## config.mk

```make
export PLATFORM = sky130hd
export DESIGN_NAME = ama_riscv_pipe_ctrl
export DESIGN_NICKNAME = d
export VERILOG_FILES = /design/src/rtl/ama_riscv_pipe_ctrl.sv
export SDC_FILE = /design/constraint.sdc
export NUM_CORES = 1
export LEC_CHECK = 0
export ABC_AREA = 1
export BUFFER_PORTS_ARGS = -buffer_cell sky130_fd_sc_hd__buf_4
export CAP_MARGIN = 0
export CORE_UTILIZATION = 50
export CTS_CLUSTER_SIZE = 28
export DETAILED_ROUTE_END_ITERATION = 7
export PLACE_DENSITY = 0.76
export SKIP_CTS_REPAIR_TIMING = 1
export SLEW_MARGIN = 10
export SYNTH_ARGS = -nofsm -noshare
export SYNTH_HDL_FRONTEND = slang
export SYNTH_SLANG_ARGS = --single-unit
export TNS_END_PERCENT = 1
```

## constraint.sdc

```tcl
create_clock -name clk -period 1.8 [get_ports clk]
set_input_delay 0.18 -clock clk [delete_from_list [all_inputs] [get_ports clk]]
set_output_delay 0.18 -clock clk [all_outputs]
set_load 0.02 [all_outputs]
```

## src/rtl/ama_riscv_pipe_ctrl.sv

```systemverilog
// Pipeline hazard controller: load-use stall, branch/JALR redirect flush,
// post-reset pipeline clear sequence and saturating stall/flush event counters.
//
// state   | meaning
// --------+-----------------------------------------------------------
// RST_SEQ | staged clearing of ID/EX/MEM after reset, hazards ignored
// RUN     | normal issue; load-use stall or redirect detection
// FLUSH   | second bubble of a redirect (synchronous imem latency)
module ama_riscv_pipe_ctrl (
  input  logic        clk,
  input  logic        rst,
  input  logic        load_inst_ex,
  input  logic [4:0]  rd_ex,
  input  logic [4:0]  rs1_id,
  input  logic [4:0]  rs2_id,
  input  logic        rs1_used_id,
  input  logic        rs2_used_id,
  input  logic        branch_inst_id,
  input  logic        bc_taken_id,
  input  logic        bp_taken_id,
  input  logic        jalr_id,
  input  logic        cnt_clr,
  output logic        stall_if,
  output logic        stall_id,
  output logic        clear_if,
  output logic        clear_id,
  output logic        clear_ex,
  output logic        clear_mem,
  output logic        pc_we,
  output logic        rst_seq_done,
  output logic [15:0] stall_cnt,
  output logic [15:0] flush_cnt
);

  typedef enum logic [1:0] {
    RST_SEQ = 2'd0,
    RUN     = 2'd1,
    FLUSH   = 2'd2
  } state_t;

  state_t      state_q, state_d;
  logic [2:0]  rst_seq_q, rst_seq_d;
  logic [15:0] stall_cnt_q, stall_cnt_d;
  logic [15:0] flush_cnt_q, flush_cnt_d;
  logic        load_use;
  logic        flush_req;
  logic        stall_ev;
  logic        flush_ev;

  assign load_use = load_inst_ex && (rd_ex != 5'd0) &&
                    ((rs1_used_id && (rs1_id == rd_ex)) ||
                     (rs2_used_id && (rs2_id == rd_ex)));

  assign flush_req = (branch_inst_id && (bc_taken_id != bp_taken_id)) || jalr_id;

  always_ff @(posedge clk or negedge rst) begin
    if (!rst) begin
      state_q     <= RST_SEQ;
      rst_seq_q   <= 3'b111;
      stall_cnt_q <= 16'd0;
      flush_cnt_q <= 16'd0;
    end else begin
      state_q     <= state_d;
      rst_seq_q   <= rst_seq_d;
      stall_cnt_q <= stall_cnt_d;
      flush_cnt_q <= flush_cnt_d;
    end
  end

  always_comb begin
    state_d      = state_q;
    rst_seq_d    = rst_seq_q;
    stall_if     = 1'b0;
    stall_id     = 1'b0;
    clear_if     = 1'b0;
    clear_id     = 1'b0;
    clear_ex     = 1'b0;
    clear_mem    = 1'b0;
    pc_we        = 1'b1;
    rst_seq_done = 1'b0;
    stall_ev     = 1'b0;
    flush_ev     = 1'b0;

    case (state_q)
      RST_SEQ: begin
        rst_seq_d = {rst_seq_q[1:0], 1'b0};
        clear_id  = rst_seq_q[0];
        clear_ex  = rst_seq_q[1];
        clear_mem = rst_seq_q[2];
        if (rst_seq_d == 3'b000) state_d = RUN;
      end
      RUN: begin
        rst_seq_done = 1'b1;
        // Load-use wins; a pending redirect is seen again once the bubble clears.
        if (load_use) begin
          stall_if = 1'b1;
          stall_id = 1'b1;
          clear_ex = 1'b1;
          pc_we    = 1'b0;
          stall_ev = 1'b1;
        end else if (flush_req) begin
          clear_if = 1'b1;
          flush_ev = 1'b1;
          state_d  = FLUSH;
        end
      end
      FLUSH: begin
        rst_seq_done = 1'b1;
        clear_if     = 1'b1;
        state_d      = RUN;
      end
      default: state_d = RST_SEQ;
    endcase

    // Reset is visible on the outputs immediately, not only after the flops settle.
    if (!rst) begin
      stall_if     = 1'b0;
      stall_id     = 1'b0;
      clear_if     = 1'b1;
      clear_id     = 1'b1;
      clear_ex     = 1'b1;
      clear_mem    = 1'b1;
      pc_we        = 1'b1;
      rst_seq_done = 1'b0;
      stall_ev     = 1'b0;
      flush_ev     = 1'b0;
    end
  end

  always_comb begin
    stall_cnt_d = stall_cnt_q;
    flush_cnt_d = flush_cnt_q;
    if (cnt_clr) begin
      stall_cnt_d = 16'd0;
      flush_cnt_d = 16'd0;
    end else begin
      if (stall_ev && (stall_cnt_q != 16'hFFFF)) stall_cnt_d = stall_cnt_q + 16'd1;
      if (flush_ev && (flush_cnt_q != 16'hFFFF)) flush_cnt_d = flush_cnt_q + 16'd1;
    end
  end

  assign stall_cnt = stall_cnt_q;
  assign flush_cnt = flush_cnt_q;

endmodule

```

==> results.cfg <==
[power_and_ir_drop]
seqPwrFrac_pct = 40.6
power.density_nw_per_um2 = 645
p_int_mw = 1.53
switching_share_pct = 31.5
p_sw_uw = 707
clkPwrFrac_pct = 32.7
p_leak_nw = 1.90
comb_power_share_pct = 26.7
vdd_drop_max_mv = 0.420

[floorplan]
row_count = 26
pin_count = 65
initial_core_util_pct = 52.5
core_area_sq_um = 5170
die_w_microns = 75.7
die_y_microns = 75.7
die_area_sq_um = 5730

[setup_path]
worst_setup_path_end_kind = output port
critical_path.max_stage_delay_ps = 400
required_ps = 1620
start_kind = register
critical_path_class = register to output port
cp_cell_sequence = inv_1 > ha_4 > nand3_1 > nor2_4 > buf_4
cp_slowest_cell = dfrtp_1
crit_fanout = 5
critical_path_arrival_ps = 1500

[timing]
finalCritPeriodShare_pct = 93.5
tns_ps = 0
fin_worst_skew_ps = 8.19
finalSetupViolations = 0
tightest_slew_ps = 436
finalHoldViolations = 0
period_minus_slack_ps = 1680
holdWs_ps = 279
max_freq_mhz = 594
rsz0062_at_grt = yes
finalMaxSlewViolations = 0
relSlewSlack_pct = 70.9

[global_route]
grt_max_degree = 33
overflow = 0
grt_pass1_vias = 2424
grt.total_usage_pct = 22.9
antenna_found_initial = 0
grt_pass1_wl_microns = 10200

[logic_synthesis]
synth_seq_area_share_pct = 34.2
yosysTopAreaCell = dfrtp_1
avgSynthCellArea_sq_um = 6.81
synth_cells = 399
synth_nets = 429
synth.distinct_cells = 32
syn_area_sq_um = 2720
synthTopCellsByArea = dfrtp_1 31%, nand2_1 17%, nand3_1 11%, inv_1 6.8%, nor2_1 5.7%
yosysWarnings = 0
yosysTopAreaCellShare_pct = 31.3
ys_ff_latch = 37

[detailed_routing]
antenna_left = 0
vias = 2750
dr.first_iter.drc_count = 102
dr.pass1.iters = 5
wirelength_microns = 6270
viasPerCell = 5.05
drc = 0
avgRoutedWirePerCell_microns = 11.5

[clocking]
clk_pin_slew_worst_paths_ps = 80
clkLatencyLatePin_ps = 290
clockBufferDepth = 2
cts_max_level = 2
cts_sinks = 37
clockRootBuffer = clkbuf_8
cts_buffers = 5
cts_tree = done

[run]
maxCapViolations = 0

[cells_and_area]
finish.utilization_pct = 67.2
fillers = 483
antenna_cells = 0
drive_above_1_share_pct = 23.8
syn_to_final_growth_pct = 28.0
layout_commonest_cell = nand2_1
final_cell_mix = 120 x nand2_1, 78 x buf_4, 59 x nand3_1
final_nets = 504

[placed_design]
place_congestion = 0.871
port_buffers = 64
dpl.hpwl_microns = 4680

[status]
status = finished, final reports clean

[hold_path]
hp-class = primary input to asynchronous set/reset pin
[routing by layer]
metal	up-vias	track usage (%)	share of wire, %
met1	1253	28.6	46
met3	8	3.84	5.2
met4	0	6.17	1.3
met2	75	41.1	47
met5	-	0	0
li1	1414	-	-
[cells in the mapped netlist (all sizes together)]
| cell | number |
|---|---|
| inv | 54 |
| nor3b | 2 |
| ha | 5 |
| a21oi | 1 |
| a31oi | 1 |
| dfstp | 3 |
| dfrtp | 34 |
| o21bai | 2 |
| nor2 | 46 |
| buf | 7 |
| xnor2 | 5 |
| o21ai | 7 |
| nand4 | 10 |
| o22ai | 1 |
| nor4 | 1 |
| nand2 | 124 |
| nor3 | 13 |
| clkbuf | 6 |
| xor2 | 15 |
| nand3 | 62 |
[worst max-delay path, delay by kind of cell, from the launching register on]
kind	cells	cell delay (ps)
flip-flops	1	400
buffers and inverters	2	280
adder cells (fa/ha/maj)	1	190
AND/OR/NAND/NOR	2	340
[through the flow]
stage	cells	area [sq um]	power, mW	worst slack, ps
floorplan	399	2720	1.28	30.8
global placement	536	3340	1.48	183
detailed placement	536	3340	1.50	108
CTS	544	3450	2.23	7.16
global route	545	3480	2.37	-2.34
finish	545	3480	2.24	117
[kinds of logic (layout without fill, tap and decap cells)]
kind of cell               after synthesis  after routing  share of synthesized area, %
xor gates and xnor gates                20             20                          6.45
AOI/OAI and AO/OA                       12             12                          2.49
adders and majority gates                5              5                          2.30
and+or+nand+nor                        258            258                          44.1
DFF                                     37             37                          34.2
buffers and inverters                   67            143                          10.5
[layout make-up]
type                    instances  area, sq um  share of cell area [%]
multi-input cells             295         1520                    43.6
flip-flops and latches         37          930                    26.7
repair buffers                 81          627                    18.0
well taps                      70         87.6                    2.52
inverters                      54          203                    5.83
clock buffers                   5         68.8                    1.98
clock inverters                 3         46.3                    1.33
[registers in the layout (all words and copies together) (netlist names)]
register and count:
flush_cnt 16, rst_seq_q 3, stall_cnt 16, state_q 2
[worst paths after layout]
check	start	cells after the start	end	slack, ps
max in group asynchronous	rst	3	rst_seq_q[0]$_DFFE_PN1P_	1000
max reg2reg	flush_cnt[0]$_DFFE_PN0P_	10	flush_cnt[14]$_DFFE_PN0P_	140
min reg2reg	rst_seq_q[0]$_DFFE_PN1P_	2	rst_seq_q[0]$_DFFE_PN1P_	440
max	state_q[1]$_DFFE_PN0P_	5	stall_id	120
min	rst	2	stall_cnt[3]$_DFFE_PN0P_	280
min in group clk	cnt_clr	4	flush_cnt[0]$_DFFE_PN0P_	280
[power by group through the flow]
| stage | clock network, mW | logic (mW) | registers (mW) |
|---|---|---|---|
| final | 0.733 | 0.598 | 0.910 |
| after global routing | 0.776 | 0.672 | 0.917 |
| after CTS | 0.750 | 0.580 | 0.903 |
| after detailed placement | 0 | 0.578 | 0.918 |
| after global placement | 0 | 0.566 | 0.917 |
| after floorplan | 0 | 0.341 | 0.940 |
Power figures use the tool's default switching activity.
